--- config.mk ---
export PLATFORM = sky130hd
export DESIGN_NAME = video_capture
export DESIGN_NICKNAME = d
export VERILOG_FILES = /design/src/rtl/video_capture_pkg.sv /design/src/rtl/video_capture_deser.sv /design/src/rtl/video_capture.sv
export SDC_FILE = /design/constraint.sdc
export NUM_CORES = 1
export LEC_CHECK = 0
export CORE_MARGIN = 4
export CORE_UTILIZATION = 50
export CTS_CLUSTER_SIZE = 14
export DETAILED_ROUTE_END_ITERATION = 12
export PLACE_DENSITY = 0.83
export SKIP_LAST_GASP = 1
export SYNTH_ARGS = -nofsm -noshare
export SYNTH_HDL_FRONTEND = slang
export SYNTH_SLANG_ARGS = --single-unit
--- constraint.sdc ---
create_clock -name clk -period 4.4 [get_ports clk]
set_clock_uncertainty 0.05 [all_clocks]
set_input_delay 0.44 -clock clk [delete_from_list [all_inputs] [get_ports clk]]
set_output_delay 0.44 -clock clk [all_outputs]
set_load 0.05 [all_outputs]
--- src/rtl/video_capture_pkg.sv ---
// Shared constants and FSM state encoding for the frame-capture path.
// Keep in step with the scan-out timing generator so a captured frame redisplays unchanged.
package video_capture_pkg;

    localparam int DEF_H_PIX    = 16;
    localparam int DEF_V_LIN    = 12;
    localparam int PIX_PER_WORD = 4;

    typedef enum logic [2:0] {
        ST_IDLE  = 3'd0,
        ST_SYNC  = 3'd1,
        ST_ARMED = 3'd2,
        ST_FRAME = 3'd3,
        ST_DONE  = 3'd4
    } cap_state_e;

endpackage

--- src/rtl/video_capture_deser.sv ---
// Serial-to-nibble deserialiser: 4-bit LSB-first shift register and a 2-bit
// pixel counter. nib_rdy_o flags the cycle in which the 4th pixel is shifted in.
module video_capture_deser (
    input  logic       clk,
    input  logic       rst,
    input  logic       shift_i,
    input  logic       clr_i,
    input  logic       pixel_i,
    output logic [3:0] sr_o,
    output logic       nib_rdy_o
);

    logic [3:0] sr_q;
    logic [1:0] pix_q;

    always_ff @(posedge clk) begin
        if (rst) begin
            sr_q  <= '0;
            pix_q <= '0;
        end else if (shift_i) begin
            sr_q  <= {pixel_i, sr_q[3:1]};
            pix_q <= pix_q + 2'd1;
        end else if (clr_i) begin
            // Drops any partial nibble left over from a short line.
            pix_q <= '0;
        end
    end

    assign sr_o      = sr_q;
    assign nib_rdy_o = shift_i & (pix_q == 2'd3);

endmodule

--- src/rtl/video_capture.sv ---
// Frame grabber: packs a blank-qualified 1-bit pixel stream into nibbles and
// writes them to video memory at {line, word}; armed per frame by start/busy/done.
module video_capture
    import video_capture_pkg::*;
#(
    parameter int H_PIX = DEF_H_PIX,
    parameter int V_LIN = DEF_V_LIN,
    parameter int AW    = $clog2(V_LIN) + $clog2(H_PIX / PIX_PER_WORD)
) (
    input  logic          clk,
    input  logic          rst,
    input  logic          start,
    output logic          busy,
    output logic          done,
    input  logic          pixel_in,
    input  logic          hblank_in,
    input  logic          vblank_in,
    output logic          mem_we,
    output logic [AW-1:0] mem_addr,
    output logic [3:0]    mem_dat,
    output logic          line_err,
    output logic          frame_err
);

    localparam int LINE_W = $clog2(V_LIN);
    localparam int WORD_W = AW - LINE_W;
    localparam int CNT_W  = $clog2(H_PIX) + 2;

    localparam logic [LINE_W:0]  LINE_LIM = (LINE_W + 1)'(V_LIN);
    localparam logic [WORD_W:0]  WORD_LIM = (WORD_W + 1)'(H_PIX / PIX_PER_WORD);
    localparam logic [CNT_W-1:0] PIX_LIM  = CNT_W'(H_PIX);

    function automatic logic [LINE_W:0] sat_line(input logic [LINE_W:0] v);
        return (&v) ? v : v + (LINE_W + 1)'(1);
    endfunction

    function automatic logic [CNT_W-1:0] sat_cnt(input logic [CNT_W-1:0] v);
        return (&v) ? v : v + CNT_W'(1);
    endfunction

    cap_state_e       state_q;
    logic             busy_q, done_q, line_err_q, frame_err_q;
    logic             hb_q, vb_q;
    logic [LINE_W:0]  line_q;
    logic [WORD_W:0]  word_q;
    logic [CNT_W-1:0] cnt_q;
    logic             wr_pend_q;
    logic [AW-1:0]    wr_addr_q;
    logic             mem_we_q;
    logic [AW-1:0]    mem_addr_q;
    logic [3:0]       mem_dat_q;

    logic             vis, capture, line_end, frame_end, in_range, clr_pix;
    logic             nib_rdy;
    logic [3:0]       sr;
    logic [LINE_W:0]  line_nx;

    assign vis      = ~hblank_in & ~vblank_in;
    assign capture  = vis & ((state_q == ST_FRAME) | (state_q == ST_ARMED));
    // A line ends on hblank rise unless vblank was already active; this also
    // catches an hblank rise coinciding with the vblank rise.
    assign line_end  = (state_q == ST_FRAME) & hblank_in & ~hb_q & ~vb_q;
    assign frame_end = (state_q == ST_FRAME) & vblank_in & ~vb_q;
    assign in_range  = (word_q < WORD_LIM) & (line_q < LINE_LIM);
    assign clr_pix   = line_end | frame_end | (state_q == ST_IDLE);
    assign line_nx   = line_end ? sat_line(line_q) : line_q;

    video_capture_deser u_deser (
        .clk       (clk),
        .rst       (rst),
        .shift_i   (capture),
        .clr_i     (clr_pix),
        .pixel_i   (pixel_in),
        .sr_o      (sr),
        .nib_rdy_o (nib_rdy)
    );

    always_ff @(posedge clk) begin
        if (rst) begin
            state_q     <= ST_IDLE;
            busy_q      <= 1'b0;
            done_q      <= 1'b0;
            line_err_q  <= 1'b0;
            frame_err_q <= 1'b0;
            hb_q        <= 1'b0;
            vb_q        <= 1'b0;
            line_q      <= '0;
            word_q      <= '0;
            cnt_q       <= '0;
            wr_pend_q   <= 1'b0;
            wr_addr_q   <= '0;
            mem_we_q    <= 1'b0;
            mem_addr_q  <= '0;
            mem_dat_q   <= '0;
        end else begin
            hb_q      <= hblank_in;
            vb_q      <= vblank_in;
            done_q    <= 1'b0;
            wr_pend_q <= 1'b0;

            // Write stage: the shift register holds the completed nibble for one cycle.
            mem_we_q <= wr_pend_q;
            if (wr_pend_q) begin
                mem_addr_q <= wr_addr_q;
                mem_dat_q  <= sr;
            end

            if (capture) begin
                cnt_q <= sat_cnt(cnt_q);
                if (nib_rdy) begin
                    if (in_range) begin
                        wr_pend_q <= 1'b1;
                        wr_addr_q <= {line_q[LINE_W-1:0], word_q[WORD_W-1:0]};
                    end
                    if (word_q < WORD_LIM) begin
                        word_q <= word_q + (WORD_W + 1)'(1);
                    end
                end
                if (line_q >= LINE_LIM) begin
                    frame_err_q <= 1'b1;
                end else if (cnt_q >= PIX_LIM) begin
                    line_err_q <= 1'b1;
                end
            end

            if (line_end) begin
                line_q <= line_nx;
                word_q <= '0;
                cnt_q  <= '0;
                if (cnt_q != PIX_LIM) begin
                    line_err_q <= 1'b1;
                end
            end

            if (frame_end) begin
                line_q <= '0;
                word_q <= '0;
                cnt_q  <= '0;
                if (line_nx != LINE_LIM) begin
                    frame_err_q <= 1'b1;
                end
            end

            unique case (state_q)
                ST_IDLE: begin
                    if (start) begin
                        state_q     <= ST_SYNC;
                        busy_q      <= 1'b1;
                        line_err_q  <= 1'b0;
                        frame_err_q <= 1'b0;
                        line_q      <= '0;
                        word_q      <= '0;
                        cnt_q       <= '0;
                    end
                end
                ST_SYNC: begin
                    if (vblank_in) begin
                        state_q <= ST_ARMED;
                    end
                end
                ST_ARMED: begin
                    if (vis) begin
                        state_q <= ST_FRAME;
                    end
                end
                ST_FRAME: begin
                    if (frame_end) begin
                        state_q <= ST_DONE;
                        done_q  <= 1'b1;
                        busy_q  <= 1'b0;
                    end
                end
                ST_DONE: begin
                    state_q <= ST_IDLE;
                end
                default: begin
                    state_q <= ST_IDLE;
                end
            endcase
        end
    end

    assign busy      = busy_q;
    assign done      = done_q;
    assign mem_we    = mem_we_q;
    assign mem_addr  = mem_addr_q;
    assign mem_dat   = mem_dat_q;
    assign line_err  = line_err_q;
    assign frame_err = frame_err_q;

endmodule

=== Word level (Yosys, flattened, before mapping) ===
Cells that the tools add are included.

* Register bits: 47
* Input port bits: 6
* Output and inout bits: 15

* Add/subtract/negate cells: 4
* $lt $le $gt $ge: 4
* Equality and inequality tests: 10
* Multiplexer cells: 44
* Bitwise gates (word level): 19
* Reductions and logical operators: 10

{| class="wikitable"
|+ Operators with widths
! cell !! number
|-
| 2-to-1 mux 6 bit || 6
|-
| 2-to-1 mux 3 bit || 11
|-
| 2-to-1 mux 5 bit || 6
|-
| 2-to-1 mux 1 bit || 17
|-
| one-hot mux 3 bit (4 select lines) || 1
|-
| bitwise AND 1 bit || 9
|-
| != test 2 bit, second input constant || 4
|-
| NOT 1 bit || 7
|-
| adder 6 x 1 -> 6 bit, second input constant || 1
|-
| equality test 3 x 2 -> 1 bit, second input constant || 2
|-
| >= comparator 6 x 5 -> 1 bit, second input constant || 1
|-
| != test 6 x 5 -> 1 bit, second input constant || 1
|-
| AND reduction 3 bit || 2
|-
| AND reduction 6 bit || 1
|-
| adder 5 x 1 -> 5 bit, second input constant || 1
|-
| >= comparator 5 x 4 -> 1 bit, second input constant || 1
|-
| < comparator 5 x 4 -> 1 bit, second input constant || 1
|-
| != test 5 x 4 -> 1 bit, second input constant || 1
|-
| AND reduction 5 bit || 1
|-
| 2-to-1 mux 2 bit || 2
|-
| AND reduction 4 bit || 1
|-
| nonzero test 2 bit || 2
|-
| adder 3 x 1 -> 3 bit, second input constant || 1
|-
| equality test 3 x 1 -> 1 bit, second input constant || 1
|-
| 8 further kinds || 10
|}

=== Depth between registers and ports, before layout ===
Gate-level depths: netlist of the first run.

* Depth in word-level cells: 10
* Gate-level depth with buffers: 7

=== Modules after synthesis ===
From an unflattened synthesis of the first run, not the netlist that was laid out.

* Cells, all modules: 217
* Area total of the unflattened synthesis: 2074.5 um2

{| class="wikitable"
|+ Modules (own cells, without submodules)
! module !! times used !! cells each !! area each (um2) !! sequential area each (um2)
|-
| video_capture || 1 || 194 || 1829.3 || 820.8
|-
| video_capture_deser || 1 || 23 || 245.2 || 120.1
|}

=== Least setup slack after synthesis of the first run ===
No wires, ideal clock.

* Path type: input-to-reg
* Start: in vblank_in
* End: reg cnt_q[5]
* Library setup time: 114 ps
* Data arrival time: 1464 ps
* Required time: 4236 ps
* Path slack: 2772 ps
* Stages: 6
* Cells stage by stage: or4b_1 buf_6 nor2_4 nand3_2 mux2i_1 nor2_1

* Cells in the longest elaborated chain, start to end: 8

{| class="wikitable"
|+ RTL lines
! element !! line !! RTL
|-
| start: declaration || video_capture.sv:17 || <nowiki>input logic vblank_in,</nowiki>
|-
| NOT 1 bit || video_capture.sv:58 || <nowiki>assign vis = ~hblank_in & ~vblank_in;</nowiki>
|-
| bitwise AND 1 bit || video_capture.sv:58 ||
|-
| bitwise AND 1 bit || video_capture.sv:59 || <nowiki>assign capture = vis & ((state_q == ST_FRAME) | (state_q == ST_ARMED));</nowiki>
|-
| 2-to-1 mux 6 bit || video_capture.sv:108 || <nowiki>if (capture) begin</nowiki>
|-
| 2-to-1 mux 6 bit || video_capture.sv:126 || <nowiki>if (line_end) begin</nowiki>
|-
| 2-to-1 mux 6 bit (*) || video_capture.sv:135 || <nowiki>if (frame_end) begin</nowiki>
|-
| 2-to-1 mux 6 bit || video_capture.sv:146 || <nowiki>if (start) begin</nowiki>
|-
| 2-to-1 mux 6 bit (*) || video_capture.sv:144 || <nowiki>unique case (state_q)</nowiki>
|-
| end signal: assignment || video_capture.sv:109 || <nowiki>cnt_q <= sat_cnt(cnt_q);</nowiki>
|-
| end: declaration || video_capture.sv:46 || <nowiki>logic [CNT_W-1:0] cnt_q;</nowiki>
|}

Mark *: on every way between the ends. The rest lies on a longest branch, timed or not.
A chain may end at the register's enable or synchronous reset.

=== Worst setup path in the final report of the first run ===
* Start: in vblank_in
* End: reg wr_addr_q[2]

* Cells in the longest elaborated chain, start to end: 5

{| class="wikitable"
|+ RTL lines
! element !! line !! RTL
|-
| NOT 1 bit (*) || video_capture.sv:58 ||
|-
| bitwise AND 1 bit (*) || video_capture.sv:58 ||
|-
| bitwise AND 1 bit (*) || video_capture.sv:59 ||
|-
| bitwise AND 1 bit || video_capture_deser.sv:30 || <nowiki>assign nib_rdy_o = shift_i & (pix_q == 2'd3);</nowiki>
|-
| AND reduction 3 bit (no line) (*) || n/a ||
|-
| end signal: assignment || video_capture.sv:113 || <nowiki>wr_addr_q <= {line_q[LINE_W-1:0], word_q[WORD_W-1:0]};</nowiki>
|-
| end: declaration || video_capture.sv:48 || <nowiki>logic [AW-1:0] wr_addr_q;</nowiki>
|}

Marked as above.

==> results of run 1 <==
[worst register-to-register path, stage by stage, from the launching register on]
cell and delay, ns:
dfxtp_1 0.48, nand3b_1 0.20, nor4b_2 0.77, nand2_1 0.29
o21ai_0 0.24, nor2_1 0.05
[through the flow]
stage               hold WS [ns]  setup slack, ns  utilization, %  instances
CTS                        0.405             2.02            61.7        283
global route               0.452             1.85            61.7        283
finish                     0.419             2.02            61.7        283
detailed placement         0.389             1.69            59.0        276
global placement           0.381             1.77            59.0        276
floorplan                  0.361             2.77               -        220
[path summary, 6_finish.rpt]
check	to	slack [ns]
max	wr_addr_q[2]$_SDFFE_PP0P_	2.02
min	u_deser.sr_o[0]$_SDFFE_PP0N_	0.42
min reg2reg	u_deser.sr_o[0]$_SDFFE_PP0N_	0.42
max reg2reg	line_q[3]$_SDFF_PP0_	2.21
[power by group]
group | total [mW] | switching [mW] | internal [mW]
Sequential | 0.435 | 0.00536 | 0.430
Clock | 0.304 | 0.137 | 0.167
Combinational | 0.0456 | 0.0272 | 0.0183
Total | 0.784 | 0.170 | 0.614
[state kept, by name (all words and copies together), names as in the netlist, 2 cells and up]
register,flops
state_q,3
wr_addr_q,6
u_deser.sr_o,4
u_deser.pix_q,2
cnt_q,6
mem_addr,6
mem_dat,4
word_q,3
line_q,5
[cell families (layout without fill, tap and decap cells)]
kind of cell,count (synthesis),in the layout,synth area share [%]
AO/OA/AOI/OAI,30,30,10.4
XOR/XNOR,4,4,1.71
adder cells (fa/ha/maj),6,6,3.67
buffers and inverters,19,34,4.53
flip-flops,47,47,46.1
multiplexers,21,21,10.3
AND/OR/NAND/NOR,93,93,23.3
[layer usage]
layer  track usage (%)  wire [um]
met1              20.7       1770
met2              24.2       1670
met3              5.40        151
met4              5.01         47
met5                 0          0
[final cells by class]
| type | count | area, sq um | share of cell area (%) |
|---|---|---|---|
| well taps | 48 | 60.1 | 2.56 |
| repair buffers | 21 | 208 | 8.86 |
| multi-input cells | 154 | 1010 | 43.1 |
| clock buffers | 6 | 72.6 | 3.10 |
| clock inverters | 1 | 30.0 | 1.28 |
| inverters | 6 | 22.5 | 0.961 |
| flip-flops and latches | 47 | 941 | 40.1 |
[synth_stat cells, drive strengths merged, types with 2 or more instances]
cell / count
ha: 6
a22oi: 2
clkbuf: 6
a21o: 2
nor2b: 4
nand3b: 2
mux2i: 21
nor2: 48
nand2: 14
a21oi: 10
nand4: 2
a2111oi: 2
nor4: 2
xnor2: 3
a211oi: 3
inv: 6
dfxtp: 47
and3: 3
nand3: 5
nor4b: 2
nor3: 6
o21ai: 4
a31oi: 2
buf: 7
==> key figures, run 1 <==
Floorplan
  – Die area: 5170 sq um
  – I/O pins: 21
  – # rows: 22
  – Die height: 71.9 um
  – Initial Utilization: 53.8%
  – Core area: 3800 sq um
  – Chip width: 71.9 um

Clock tree
  – CTS Buf Count: 5
  – Clock root cell: clkbuf_8
  – CTS max path bufs: 2
  – Num Clock Sinks: 47
  – Resized cells post-CTS: 0
  – Hold buffers post-CTS: 0
  – CTS tree: yes
  – H-tree depth: 2
  – CTS clock-pin slew for the worst setup and hold paths: 0.08 ns
  – Clock Latency Late Sink: 0.31 ns
  – # Post-CTS Setup Buffers: 0

Critical path
  – Slowest cell on crit path: nor4b_4
  – Crit Path Max Fanout: 11
  – Critical path, cell by cell: clkdlybuf4s50_1 -> nor4b_4 -> nand3b_2 -> nor2_2 -> mux2i_1 -> nor2_1
  – Crit-path leading delay family: simple AND/OR/NAND/NOR gates
  – Worst EP required: 4.53 ns
  – Crit path buffers/inverters: 1
  – CP Depth: 6
  – Crit. End Element: flop
  – Path depth of the worst reg2reg path: 5
  – CP Launch Point: vblank_in
  – Worst EP arrival: 2.51 ns
  – Worst r2r src: state_q[1]$_SDFFE_PP0P_
  – Critical path class: in -> reg
  – Largest stage delay, worst path: 0.65 ns
  – Crit start category: input port

Timing
  – RSZ-0062 raised after global routing: no
  – Fin. max-slew vios: 0
  – Max Clk Rate: 0.420 GHz
  – Final min period: 2.38 ns
  – Period utilization: 54.1%
  – Slew margin rel.: 40.8%
  – TNS Setup: 0 ns
  – Final Hold Fails: 0
  – Tightest Pin Transition: 0.885 ns
  – # setup viols final: 0

GRT
  – Total gr overflow: 0
  – First-pass GRT wire length: 6470 um
  – Vias in the first global route: 1433
  – Largest net degree at the start of global routing: 33
  – Overall routing resource usage: 15.7%
  – Initial antenna violation count: 0

Layout
  – Share of cells above drive strength 1: 7.66%
  – Most frequent cells in the layout: dfxtp_1 (47), nor2_1 (45), mux2i_1 (21)
  – Commonest non-fill, non-tap cell in the layout: dfxtp_1
  – Nets: 247
  – Design Area, Final: 2340 sq um
  – Fillers: 325
  – N_diodes: 0
  – Area grow syn2layout: 14.7%

Synth
  – Dominant synthesized flop cell: dfxtp_1
  – Post-synth EDFFs: 0
  – Post-Synthesis Cells: 220
  – Mapped cell area: 2040 sq um
  – Flops & latches, synth: 47
  – Largest cells by area after synthesis: dfxtp_1 (46%), mux2i_1 (10%), nor2_1 (8.3%)
  – Register area share after synthesis: 46.1%
  – Cell taking the most area after synthesis: dfxtp_1
  – Syn Nets: 232
  – Share of the synthesized area in the top cell type: 46.1%
  – Async set-reset flop share out of synthesis: 0%
  – YS warnings: 0
  – Avg Inst Size Synth: 9.29 sq um
  – Synth cell types: 47

Detailed routing
  – Drc violations: 0
  – First-pass DRT Iterations: 4
  – Wire per inst: 12.9 um
  – Antenna Violating Nets Remaining: 0
  – Iter 0 DRT Violations: 65
  – Via count: 1506
  – Vias/cell: 5.32
  – WL final: 3640 um

Power and ir drop
  – PwrDens: 335 nW/um^2
  – Leakage power: 0.843 nW
  – Power after layout: 784 uW
  – VDD IR max: 0.244 mV

Place
  – Global placer's final weighted congestion: 0.762
  – DP Area: 2240 sq um
  – Post-DP HPWL: 2560 um
  – Port bufs: 20

Worst hold path
  – Worst hold path depth: 2
  – HP Start: u_deser.sr_o[0]$_SDFFE_PP0N_
  – Worst min-delay path class: reg -> reg

Run status
  – Run status: completed

Run
  – Max Cap Viol: 0
Note: power is estimated with default switching activity, not from simulation.
==> run 2: changes to the inputs <==
==> constraint.sdc (replaced) <==
create_clock -name clk -period 2.4 [get_ports clk]
set_clock_uncertainty 0.05 [all_clocks]
set_input_delay 0.24 -clock clk [delete_from_list [all_inputs] [get_ports clk]]
set_output_delay 0.24 -clock clk [all_outputs]
set_load 0.05 [all_outputs]
==> run 2 against run 1 <==
Setup slack got worse by 1.5 ns. Global-route usage shrank 0.17 points. Via count rose by 2.2%. Register-to-register slack lost 1.6 ns. Critical path type unchanged. Largest cell class unchanged.
==> key figures, run 2 (same netlist as run 1, synthesis figures left out) <==
Run status
  – Run status: completed

Floorplan
  – I/O pins: 21 (unchanged)
  – # rows: 22 (unchanged)
  – Die area: 5170 sq um (unchanged)
  – Initial Utilization: 53.8% (unchanged)
  – Die height: 71.9 um (unchanged)
  – Core area: 3800 sq um (unchanged)
  – Chip width: 71.9 um (unchanged)

Power and ir drop
  – Reg power frac: 54.1% (-1.4 points)
  – Clk pwr share: 40.1% (+1.4 points)
  – Leakage power: 0.864 nW (+2.5%)
  – Net switching power: 315 uW (+85%)
  – Net Sw Frac: 21.4% (-0.28 points)
  – Pint: 1.16 mW (+89%)
  – Comb pwr share: 5.8% (about the same)
  – PwrDens: 621 nW/um^2 (+86%)
  – VDD IR max: 0.379 mV (+56%)
  – Power after layout: 1.47 mW (+88%)

Detailed routing
  – First-pass DRT Iterations: 4 (unchanged)
  – Iter 0 DRT Violations: 82 (+26%)
  – Via count: 1539 (+2.2%)
  – Drc violations: 0 (unchanged)
  – Wire per inst: 13.1 um (+2.0%)
  – WL final: 3750 um (+3.1%)
  – Antenna Violating Nets Remaining: 0 (unchanged)
  – Vias/cell: 5.38 (+1.1%)

Critical path
  – Slowest cell on crit path: or4b_1
  – Critical path, cell by cell: clkdlybuf4s50_1 -> or4b_1 -> nor2_4 -> nand3_2 -> mux2i_1 -> nor2_1
  – Crit. End Element: flop
  – Crit Path Max Fanout: 8 (-3)
  – Critical path class: in -> reg
  – Worst EP arrival: 1.98 ns (-0.53 ns)
  – RR Endpoint: cnt_q[1]$_SDFF_PP0_
  – R2r setup slk: 0.59 ns (-1.62 ns)
  – Largest stage delay, worst path: 0.74 ns (+0.09 ns)
  – Path depth of the worst reg2reg path: 5 (unchanged)
  – Worst r2r src: state_q[2]$_SDFFE_PP0P_
  – Worst EP required: 2.53 ns (-2.00 ns)
  – Crit start category: input port

Timing
  – TNS Setup: 0 ns (unchanged)
  – Final min period: 1.86 ns
  – RSZ-0062 raised after global routing: no
  – Tightest Pin Transition: 0.631 ns (-0.254 ns)
  – Max Clk Rate: 0.539 GHz
  – Final Hold Fails: 0 (unchanged)
  – Slew margin rel.: 57.5% (+17 points)
  – Period utilization: 77.3%
  – # setup viols final: 0 (unchanged)
  – Fin. max-slew vios: 0 (unchanged)

Clock tree
  – Hold buffers post-CTS: 0 (unchanged)
  – # Post-CTS Setup Buffers: 0 (unchanged)
  – Resized cells post-CTS: 0 (unchanged)
  – CTS max path bufs: 2 (unchanged)
  – CTS Buf Count: 5 (unchanged)
  – Clock Latency Late Sink: 0.30 ns (about the same)
  – CTS clock-pin slew for the worst setup and hold paths: 0.08 ns (about the same)
  – Num Clock Sinks: 47 (unchanged)
  – CTS tree: yes
  – H-tree depth: 2 (unchanged)
  – Clock root cell: clkbuf_8

Layout
  – Commonest non-fill, non-tap cell in the layout: dfxtp_1
  – Post-route insts no fill: 286 (+1.1%)
  – Storage cell area: 941 sq um (unchanged)
  – Most frequent cells in the layout: dfxtp_1 (47), nor2_1 (45), mux2i_1 (21)
  – Multi-input logic area: 1010 sq um (unchanged)
  – Nets: 249 (+0.81%)
  – Share of cells above drive strength 1: 9.24% (+1.6 points)
  – Fillers: 312 (-4.0%)
  – Area grow syn2layout: 16.2%
  – N_diodes: 0 (unchanged)

Worst hold path
  – Worst hold path depth: 1 (-1)
  – HP Start: word_q[2]$_SDFF_PP0_
  – Worst min-delay path class: reg -> reg
  – Hold path endpoint: wr_pend_q$_SDFF_PP0_

GRT
  – Total gr overflow: 0 (unchanged)
  – Largest net degree at the start of global routing: 32 (-3.0%)
  – Vias in the first global route: 1472 (+2.7%)
  – Initial antenna violation count: 0 (unchanged)
  – Overall routing resource usage: 15.5% (-0.17 points)
  – First-pass GRT wire length: 6510 um (+0.74%)

Place
  – Port bufs: 20 (unchanged)
  – Post-placement cell count: 278 (+0.72%)
  – Post-DP HPWL: 2620 um (+2.4%)
  – Global placer's final weighted congestion: 0.837 (+9.8%)

Run
  – Max Cap Viol: 0 (unchanged)
## run 2: changes by cell type in the layout (fill, tap and decap cells not counted)
cell,delta
buf_4,+2
clkbuf_1,-1
clkbuf_8,+1
clkinv_2,+1
## run 2: cell type report
cell class | count | share of cell area (%)
clock buffers | 6 | 3.48
clock inverters | 2 | 1.48
repair buffers | 23 | 9.38
well taps | 48 | 2.53
inverters | 6 | 0.949
flip-flops and latches | 47 | 39.6
multi-input cells | 154 | 42.5
## run 2: worst max-delay path, delay by kind of cell
kind | cells | cell delay, ns
AND/OR/NAND/NOR | 4 | 1.06
multiplexers | 1 | 0.15
buffers and inverters | 1 | 0.53
## run 2: routing by layer
metal / vias to the layer above / GRT usage (%) / share of wire, %
met5: - / 0 / 0
met4: 0 / 6.26 / 0.24
met3: 2 / 3.74 / 3.7
met2: 27 / 25.1 / 49
met1: 723 / 19.9 / 47
li1: 787 / - / -
## run 2: stage by stage
step	util [%]	setup slack, ns	hold WS (ns)	area (sq um)
floorplan	-	0.792	0.280	2040
global placement	59.4	0.293	0.379	2260
detailed placement	59.4	0.235	0.398	2260
CTS	62.5	0.546	0.410	2370
global route	62.5	0.447	0.427	2370
finish	62.5	0.545	0.418	2370
## run 2: power by group through the flow
| stage | clock network, mW | registers [mW] | logic [mW] |
|---|---|---|---|
| floorplan | 0 | 0.817 | 0.0580 |
| global placement | 0 | 0.815 | 0.0835 |
| detailed placement | 0 | 0.815 | 0.0851 |
| CTS | 0.606 | 0.797 | 0.0866 |
| global route | 0.638 | 0.799 | 0.0932 |
| finish | 0.591 | 0.797 | 0.0852 |
## run 2: worst max-delay path by stage
stage | start | end | slack (ns) | cells past startpoint
2_1_floorplan | line_q[1]$_SDFF_PP0_ | frame_err$_SDFF_PP0_ | 0.79 | 7
3_3_place_gp | vblank_in | cnt_q[5]$_SDFF_PP0_ | 0.29 | 6
3_5_place_dp | vblank_in | cnt_q[5]$_SDFF_PP0_ | 0.23 | 6
4_1_cts | vblank_in | cnt_q[5]$_SDFF_PP0_ | 0.55 | 6
5_1_grt | state_q[2]$_SDFFE_PP0P_ | cnt_q[1]$_SDFF_PP0_ | 0.45 | 5
6_report | vblank_in | cnt_q[5]$_SDFF_PP0_ | 0.54 | 6
